[src/rtl/dds_pkg.sv]
// Shared types, waveform codes and saturating arithmetic for the DDS sweep controller.
package dds_pkg;

  localparam int FREQ_W_DEF = 25;
  localparam int SAT_W      = 32;

  typedef enum logic [2:0] {
    ST_IDLE,
    ST_LOAD,
    ST_SETTLE,
    ST_DWELL,
    ST_NEXT,
    ST_DONE
  } sweep_state_t;

  localparam logic [3:0] WAVE_SIN = 4'b0001;
  localparam logic [3:0] WAVE_SQU = 4'b0010;
  localparam logic [3:0] WAVE_TRI = 4'b0100;
  localparam logic [3:0] WAVE_SAW = 4'b1000;

  // Adds one bit wider than the operands, then clamps to the signed range of a w-bit word (w < SAT_W).
  function automatic logic signed [SAT_W-1:0] sat_add(
    input logic signed [SAT_W-1:0] a,
    input logic signed [SAT_W-1:0] b,
    input int                      w
  );
    logic signed [SAT_W:0] sum;
    logic signed [SAT_W:0] one;
    logic signed [SAT_W:0] hi;
    logic signed [SAT_W:0] lo;
    sum = $signed({a[SAT_W-1], a}) + $signed({b[SAT_W-1], b});
    one = {{SAT_W{1'b0}}, 1'b1};
    hi  = (one <<< (w - 1)) - one;
    lo  = -(one <<< (w - 1));
    if (sum > hi)      return hi[SAT_W-1:0];
    else if (sum < lo) return lo[SAT_W-1:0];
    else               return sum[SAT_W-1:0];
  endfunction

endpackage

[src/rtl/dds_sweep_ctrl_if.sv]
// Configuration, control and DDS-facing signals of the sweep controller.
interface dds_sweep_ctrl_if #(
  parameter int FREQ_W = 25,
  parameter int CNT_W  = 24,
  parameter int IDX_W  = 16
);
  logic                     start;
  logic                     abort;
  logic signed [FREQ_W-1:0] cfg_start_freq;
  logic signed [FREQ_W-1:0] cfg_step;
  logic [IDX_W-1:0]         cfg_num_steps;
  logic [CNT_W-1:0]         cfg_settle;
  logic [CNT_W-1:0]         cfg_dwell;
  logic [3:0]               cfg_wave;

  logic signed [FREQ_W-1:0] freq_mod_o;
  logic [3:0]               wave_select_o;
  logic                     busy;
  logic                     settled;
  logic                     step_strobe;
  logic [IDX_W-1:0]         step_idx;
  logic                     done;

  modport master (
    output start, abort, cfg_start_freq, cfg_step, cfg_num_steps,
           cfg_settle, cfg_dwell, cfg_wave,
    input  freq_mod_o, wave_select_o, busy, settled, step_strobe, step_idx, done
  );

  modport slave (
    input  start, abort, cfg_start_freq, cfg_step, cfg_num_steps,
           cfg_settle, cfg_dwell, cfg_wave,
    output freq_mod_o, wave_select_o, busy, settled, step_strobe, step_idx, done
  );
endinterface

[src/rtl/dds_dwell_timer.sv]
// Load / count-down / expire timer shared by the settle and dwell phases.
module dds_dwell_timer #(
  parameter int CNT_W = 24
) (
  input  logic             sys_clk,
  input  logic             rst,
  input  logic             load,
  input  logic [CNT_W-1:0] load_val,
  output logic             expired
);
  logic [CNT_W-1:0] count;

  // NOTE: sequential state uses non-blocking assignments so every flop samples pre-edge values.
  always_ff @(posedge sys_clk or posedge rst) begin
    if (rst)                count <= '0;
    else if (load)          count <= load_val;
    else if (count != '0)   count <= count - 1'b1;
  end

  // A load of v keeps the timer running for v+1 cycles before expiry.
  assign expired = (count == '0);
endmodule

[src/rtl/dds_sweep_ctrl.sv]
// Steps the DDS frequency-mod word through a programmed sweep with settle/dwell timing.
// Optional macro DDS_SWEEP_BIDIR_EN adds a return sweep back down to the start frequency.
module dds_sweep_ctrl
  import dds_pkg::*;
#(
  parameter int FREQ_W = FREQ_W_DEF,
  parameter int CNT_W  = 24,
  parameter int IDX_W  = 16
) (
  input logic             sys_clk,
  input logic             rst,
  dds_sweep_ctrl_if.slave bus
);

  sweep_state_t             state;
  logic signed [FREQ_W-1:0] sh_start_freq;
  logic signed [FREQ_W-1:0] sh_step;
  logic [IDX_W-1:0]         sh_last_idx;
  logic [CNT_W-1:0]         sh_settle;
  logic [CNT_W-1:0]         sh_dwell_m1;
  logic [3:0]               sh_wave;

  logic                     tmr_load;
  logic [CNT_W-1:0]         tmr_val;
  logic                     tmr_expired;

  logic                     sweep_last;
  logic                     step_down;
  logic signed [SAT_W-1:0]  cur_ext;
  logic signed [SAT_W-1:0]  inc_ext;
  logic signed [SAT_W-1:0]  sum_ext;
  logic signed [FREQ_W-1:0] next_freq;

`ifdef DDS_SWEEP_BIDIR_EN
  logic dir_down;
`endif

  dds_dwell_timer #(.CNT_W(CNT_W)) u_timer (
    .sys_clk  (sys_clk),
    .rst      (rst),
    .load     (tmr_load),
    .load_val (tmr_val),
    .expired  (tmr_expired)
  );

  // NOTE: every combinational output gets a default first so no latch is inferred.
  always_comb begin
    tmr_load = 1'b0;
    tmr_val  = '0;
    case (state)
      ST_NEXT: begin
        tmr_load = 1'b1;
        tmr_val  = (sh_settle != '0) ? sh_settle - 1'b1 : sh_dwell_m1;
      end
      ST_SETTLE: begin
        tmr_load = tmr_expired;
        tmr_val  = sh_dwell_m1;
      end
      default: ;
    endcase
  end

  always_comb begin
`ifdef DDS_SWEEP_BIDIR_EN
    if (!dir_down) begin
      sweep_last = (bus.step_idx == sh_last_idx) && (sh_last_idx == '0);
      step_down  = (bus.step_idx == sh_last_idx);
    end else begin
      sweep_last = (bus.step_idx == '0);
      step_down  = 1'b1;
    end
`else
    sweep_last = (bus.step_idx == sh_last_idx);
    step_down  = 1'b0;
`endif
  end

  assign cur_ext   = {{(SAT_W-FREQ_W){bus.freq_mod_o[FREQ_W-1]}}, bus.freq_mod_o};
  assign inc_ext   = step_down ? -{{(SAT_W-FREQ_W){sh_step[FREQ_W-1]}}, sh_step}
                               :  {{(SAT_W-FREQ_W){sh_step[FREQ_W-1]}}, sh_step};
  assign sum_ext   = sat_add(cur_ext, inc_ext, FREQ_W);
  assign next_freq = sum_ext[FREQ_W-1:0];

  // LOAD is a one-cycle pipeline stage; NEXT is the cycle in which a new frequency is strobed.
  always_ff @(posedge sys_clk or posedge rst) begin
    if (rst) begin
      state             <= ST_IDLE;
      sh_start_freq     <= '0;
      sh_step           <= '0;
      sh_last_idx       <= '0;
      sh_settle         <= '0;
      sh_dwell_m1       <= '0;
      sh_wave           <= WAVE_SIN;
      bus.freq_mod_o    <= '0;
      bus.wave_select_o <= WAVE_SIN;
      bus.busy          <= 1'b0;
      bus.settled       <= 1'b0;
      bus.step_strobe   <= 1'b0;
      bus.step_idx      <= '0;
      bus.done          <= 1'b0;
`ifdef DDS_SWEEP_BIDIR_EN
      dir_down          <= 1'b0;
`endif
    end else begin
      bus.step_strobe <= 1'b0;
      bus.done        <= 1'b0;
      if (bus.abort && state != ST_IDLE) begin
        state          <= ST_IDLE;
        bus.freq_mod_o <= '0;
        bus.settled    <= 1'b0;
        bus.busy       <= 1'b0;
      end else begin
        case (state)
          ST_IDLE: begin
            if (bus.start && !bus.abort) begin
              sh_start_freq <= bus.cfg_start_freq;
              sh_step       <= bus.cfg_step;
              sh_last_idx   <= (bus.cfg_num_steps == '0) ? '0 : bus.cfg_num_steps - 1'b1;
              sh_settle     <= bus.cfg_settle;
              sh_dwell_m1   <= (bus.cfg_dwell == '0) ? '0 : bus.cfg_dwell - 1'b1;
              sh_wave       <= bus.cfg_wave;
              state         <= ST_LOAD;
            end
          end
          ST_LOAD: begin
            bus.freq_mod_o    <= sh_start_freq;
            bus.wave_select_o <= sh_wave;
            bus.step_idx      <= '0;
            bus.step_strobe   <= 1'b1;
            bus.busy          <= 1'b1;
`ifdef DDS_SWEEP_BIDIR_EN
            dir_down          <= 1'b0;
`endif
            state             <= ST_NEXT;
          end
          ST_NEXT: begin
            if (sh_settle != '0) begin
              state <= ST_SETTLE;
            end else begin
              state       <= ST_DWELL;
              bus.settled <= 1'b1;
            end
          end
          ST_SETTLE: begin
            if (tmr_expired) begin
              state       <= ST_DWELL;
              bus.settled <= 1'b1;
            end
          end
          ST_DWELL: begin
            if (tmr_expired) begin
              bus.settled <= 1'b0;
              if (sweep_last) begin
                bus.done <= 1'b1;
                bus.busy <= 1'b0;
                state    <= ST_DONE;
              end else begin
                bus.freq_mod_o  <= next_freq;
                bus.step_idx    <= step_down ? bus.step_idx - 1'b1 : bus.step_idx + 1'b1;
                bus.step_strobe <= 1'b1;
`ifdef DDS_SWEEP_BIDIR_EN
                dir_down        <= step_down;
`endif
                state           <= ST_NEXT;
              end
            end
          end
          ST_DONE: state <= ST_IDLE;
          default: state <= ST_IDLE;
        endcase
      end
    end
  end

endmodule

[src/flat_wrapper.sv]
// flat-port wrapper written by rule: the top's interface ports become plain ports
module dds_sweep_ctrl_flat import dds_pkg::*;
#(
  parameter int FREQ_W = FREQ_W_DEF,
  parameter int CNT_W  = 24,
  parameter int IDX_W  = 16
)
  (sys_clk, rst, bus_start, bus_abort, bus_cfg_start_freq, bus_cfg_step, bus_cfg_num_steps, bus_cfg_settle, bus_cfg_dwell, bus_cfg_wave, bus_freq_mod_o, bus_wave_select_o, bus_busy, bus_settled, bus_step_strobe, bus_step_idx, bus_done);
  dds_sweep_ctrl_if #(.FREQ_W(FREQ_W), .CNT_W(CNT_W), .IDX_W(IDX_W)) bus_i ();
  input logic sys_clk;
  input logic rst;
  input wire logic [$bits(bus_i.start)-1:0] bus_start;
  input wire logic [$bits(bus_i.abort)-1:0] bus_abort;
  input wire logic [$bits(bus_i.cfg_start_freq)-1:0] bus_cfg_start_freq;
  input wire logic [$bits(bus_i.cfg_step)-1:0] bus_cfg_step;
  input wire logic [$bits(bus_i.cfg_num_steps)-1:0] bus_cfg_num_steps;
  input wire logic [$bits(bus_i.cfg_settle)-1:0] bus_cfg_settle;
  input wire logic [$bits(bus_i.cfg_dwell)-1:0] bus_cfg_dwell;
  input wire logic [$bits(bus_i.cfg_wave)-1:0] bus_cfg_wave;
  output wire logic [$bits(bus_i.freq_mod_o)-1:0] bus_freq_mod_o;
  output wire logic [$bits(bus_i.wave_select_o)-1:0] bus_wave_select_o;
  output wire logic [$bits(bus_i.busy)-1:0] bus_busy;
  output wire logic [$bits(bus_i.settled)-1:0] bus_settled;
  output wire logic [$bits(bus_i.step_strobe)-1:0] bus_step_strobe;
  output wire logic [$bits(bus_i.step_idx)-1:0] bus_step_idx;
  output wire logic [$bits(bus_i.done)-1:0] bus_done;
  assign bus_i.start = bus_start;
  assign bus_i.abort = bus_abort;
  assign bus_i.cfg_start_freq = bus_cfg_start_freq;
  assign bus_i.cfg_step = bus_cfg_step;
  assign bus_i.cfg_num_steps = bus_cfg_num_steps;
  assign bus_i.cfg_settle = bus_cfg_settle;
  assign bus_i.cfg_dwell = bus_cfg_dwell;
  assign bus_i.cfg_wave = bus_cfg_wave;
  assign bus_freq_mod_o = bus_i.freq_mod_o;
  assign bus_wave_select_o = bus_i.wave_select_o;
  assign bus_busy = bus_i.busy;
  assign bus_settled = bus_i.settled;
  assign bus_step_strobe = bus_i.step_strobe;
  assign bus_step_idx = bus_i.step_idx;
  assign bus_done = bus_i.done;
  dds_sweep_ctrl #(.FREQ_W(FREQ_W), .CNT_W(CNT_W), .IDX_W(IDX_W)) u_core (.sys_clk(sys_clk), .rst(rst), .bus(bus_i));
endmodule
[config.mk]
export PLATFORM = sky130hd
export DESIGN_NAME = dds_sweep_ctrl_flat
export DESIGN_NICKNAME = d
export VERILOG_FILES = /design/src/rtl/dds_pkg.sv /design/src/rtl/dds_sweep_ctrl_if.sv /design/src/rtl/dds_dwell_timer.sv /design/src/rtl/dds_sweep_ctrl.sv /design/src/flat_wrapper.sv
export SDC_FILE = /design/constraint.sdc
export NUM_CORES = 1
export LEC_CHECK = 0
export CORE_MARGIN = 5
export CORE_UTILIZATION = 55
export CTS_CLUSTER_DIAMETER = 200
export DETAILED_ROUTE_END_ITERATION = 10
export PLACE_DENSITY = 0.81
export SKIP_CTS_REPAIR_TIMING = 1
export SLEW_MARGIN = 40
export SYNTH_ARGS = -nofsm -noshare
export SYNTH_HDL_FRONTEND = slang
export SYNTH_SLANG_ARGS = --single-unit
[constraint.sdc]
create_clock -name sys_clk -period 8.7 [get_ports sys_clk]
set_clock_uncertainty 0.1 [all_clocks]
set_input_delay 1.74 -clock sys_clk [delete_from_list [all_inputs] [get_ports sys_clk]]
set_output_delay 1.74 -clock sys_clk [all_outputs]
set_load 0.02 [all_outputs]
==> impl_metrics.env <==
export IMPL_postSynthNetCount=1432
export IMPL_sequentialPowerShare=0.365
export IMPL_rsz0062_at_grt="false"
export IMPL_crit_path_end_kind="flip-flop"
export IMPL_grt_pass1_vias=9492
export IMPL_min_to="u_core.sh_wave[0]"
export IMPL_syn_inst=1278
export IMPL_portBuffers=170
export IMPL_via_count=9838
export IMPL_multi_input_area_mm2=0.00583
export IMPL_comb_power_share=0.466
export IMPL_hold_start="u_core.sh_wave[0]"
export IMPL_grt_pass1_wl_mm=48.1
export IMPL_ys_top_cells_by_area="dfrtp_1 (44%), nand2_1 (11%), xnor2_1 (5.2%), ha_1 (3.5%), a21oi_1 (3.4%)"
export IMPL_rows=51
export IMPL_core_area_mm2=0.0195
export IMPL_ys_async_sr_fraction=1.00
export IMPL_max_slew_margin=0.456
export IMPL_yosys_warnings=0
export IMPL_regArea_mm2=0.00486
export IMPL_htree_num_levels=4
export IMPL_cts_buffers=17
export IMPL_p_leak_uw=0.00576
export IMPL_intPower_uw=2460
export IMPL_grt_max_degree=121
export IMPL_drv_slew=0
export IMPL_antenna_found_initial=0
export IMPL_ys_types=70
export IMPL_p_switching_uw=1800
export IMPL_dieArea_mm2=0.0228
export IMPL_vias_per_cell=5.78
export IMPL_nFillCells=1632
export IMPL_cp_max_fo=14
export IMPL_start_util=0.560
export IMPL_finalSetupViolCount=0
export IMPL_clock_path_buffers=2
export IMPL_status="completed"
export IMPL_ant_nets=0
export IMPL_setup_tns_ps=0
export IMPL_cts_root_buffer="clkbuf_16"
export IMPL_nNetsFinal=1578
export IMPL_final_layout_size_suffix_gt1_frac=0.0487
export IMPL_r2r_slack_ps=5110
export IMPL_clk_pin_slew_ps=60
export IMPL_cts_tree="built"
export IMPL_synth_area_per_cell_um2=8.56
export IMPL_die_width_um=151
export IMPL_finalCritPeriodShare=0.514
export IMPL_tightest_slew_ps=816
export IMPL_hold_viol=0
export IMPL_whs_path_depth=2
export IMPL_fmax_mhz=224
export IMPL_grt_use_total=0.264
export IMPL_worstSetupPathType="in2reg"
export IMPL_io_pins=171
export IMPL_cts_sinks=194
export IMPL_synth_most_common_cell="nand2_1"
export IMPL_r2r_start="u_core.bus.freq_mod_o[0]"
export IMPL_dieHeight_um=151
export IMPL_place_congestion=0.992
export IMPL_rr_worst_depth=12
export IMPL_ir_worst_vdd_mv=0.153
export IMPL_synth_seq_area_share=0.444
export IMPL_synth_flop_cell="dfrtp_1"
export IMPL_areaGrowthSynthToFinish_pct=22.9
export IMPL_synth_seq_cells=194
export IMPL_switching_share=0.423
export IMPL_startpoint_type="primary input"
export IMPL_p_clk_frac=0.170
export IMPL_synth_edff_count=0
export IMPL_ys_top_cells_by_count="nand2_1 (330), dfrtp_1 (192), nor2_1 (94), a21oi_1 (74), xnor2_1 (65)"
export IMPL_dp_hpwl_mm=21.4
export IMPL_wire_per_inst_um=17.4
export IMPL_reg2reg_to="u_core.bus.freq_mod_o[6]"
export IMPL_synth_area_mm2=0.0109
export IMPL_critPathRequiredTime_ps=8920
export IMPL_drv_cap=0
export IMPL_antennaDiodeCount=0
export IMPL_grt_ovfl_total=0
export IMPL_hp_class="reg2reg"
export IMPL_first_iter_violations=844
export IMPL_drc=0
export IMPL_whs_ps=360
export IMPL_drt_wl_total_mm=29.7
export IMPL_p_per_area_mw_per_mm2=317
export IMPL_crit_arrival_ps=4690
export IMPL_dr_pass1_iters=7
export IMPL_fin_crit_ps=4470
export IMPL_clock_latency_ps=430
export IMPL_synth_top_cell_by_area="dfrtp_1"
export IMPL_yosys_area_top_type_share=0.439
==> layout by cell type (no fill, tap or decap), types with 5 or more instances in the layout <==
cell / instances
nand2_1: 330
dfrtp_1: 192
clkdlybuf4s50_1: 170
nor2_1: 93
a21oi_1: 73
xnor2_1: 65
o21ai_1: 57
xor2_1: 40
ha_1: 31
nor3_1: 27
inv_1: 24
o21ai_0: 24
nand3_1: 20
or3_1: 18
clkbuf_16: 17
nand4_1: 16
a221oi_1: 15
a211oi_1: 14
nor2b_1: 13
a32oi_1: 12
nand2b_1: 11
nor4_1: 11
or4_1: 10
o211ai_1: 10
a31oi_1: 10
buf_4: 10
a22oi_1: 8
a21o_1: 7
mux2i_1: 6
o22ai_1: 6
and2_1: 5
==> metrics by stage <==
step	area [um^2]	total power [uW]	cells	util	setup slack, ps
after global routing	13400	4560	1702	0.689	4050
after floorplan	10900	2870	1278	-	1580
final	13400	4260	1702	0.689	4230
after global placement	12900	3450	1670	0.659	3630
after CTS	13400	4250	1702	0.688	4220
after detailed placement	12900	3500	1670	0.661	3790
==> how the worst max path moves through the flow <==
stage	start	end	cells after the start
3_5_place_dp	bus_cfg_num_steps[0]	u_core.sh_last_idx[10]	10
6_report	bus_cfg_num_steps[0]	u_core.sh_last_idx[10]	10
4_1_cts	bus_cfg_num_steps[0]	u_core.sh_last_idx[10]	10
3_3_place_gp	bus_cfg_num_steps[0]	u_core.sh_last_idx[10]	10
2_1_floorplan	rst	u_core.bus.busy	1
5_1_grt	bus_cfg_num_steps[0]	u_core.sh_last_idx[10]	10
==> cell families (layout without fill, tap and decap cells) <==
group           after synthesis  in the layout  synth area share
buf+inv                      79            238            0.0295
xor+xnor                    105            105            0.0840
flops                       194            194             0.444
fa+ha+maj                    32             32            0.0373
simple gates                586            586             0.238
compound gates              270            270             0.155
mux                          12             12            0.0117
==> critical path: stages <==
cell and delay, ps:
clkdlybuf4s50_1 450, inv_1 80, ha_1 180, nand2_1 90, or3_1 340, or3_1 380
or4_1 550, o31ai_4 600, a21oi_1 90, a21o_1 180
==> layout make-up <==
type	instances	share of cell area
clock inverter	13	0.00754
multi-input combinational	1005	0.433
clock buffer	19	0.0322
inverter	25	0.00791
tap	265	0.0247
sequential	194	0.361
timing repair buffer	181	0.133
==> state kept, by name, indices dropped and copies added, names as in the netlist <==
register	count
u_core.bus.freq_mod_o	25
u_core.sh_start_freq	25
u_core.sh_step	25
u_core.sh_dwell_m1	24
u_core.sh_settle	24
u_core.u_timer.count	24
u_core.bus.step_idx	16
u_core.sh_last_idx	16
u_core.bus.wave_select_o	4
u_core.sh_wave	4
u_core.state	3
u_core.bus.busy	1
u_core.bus.done	1
u_core.bus.settled	1
u_core.bus.step_strobe	1
==> metal layers <==
layer	wire, um	global-route usage	vias up	share of wire
met5	0	0	-	0
met4	649	0.0784	0	0.022
met3	2100	0.0374	38	0.071
met2	13400	0.412	350	0.45
met1	13500	0.387	4715	0.46
li1	-	-	4735	-
==> power groups by stage <==
stage | Sequential [uW] | Clock [uW] | Combinational, uW
floorplan | 1560 | 0 | 1310
CTS | 1540 | 735 | 1970
detailed placement | 1560 | 0 | 1950
global route | 1590 | 776 | 2190
finish | 1560 | 723 | 1990
global placement | 1550 | 0 | 1900
Power figures use the tool's default switching activity.
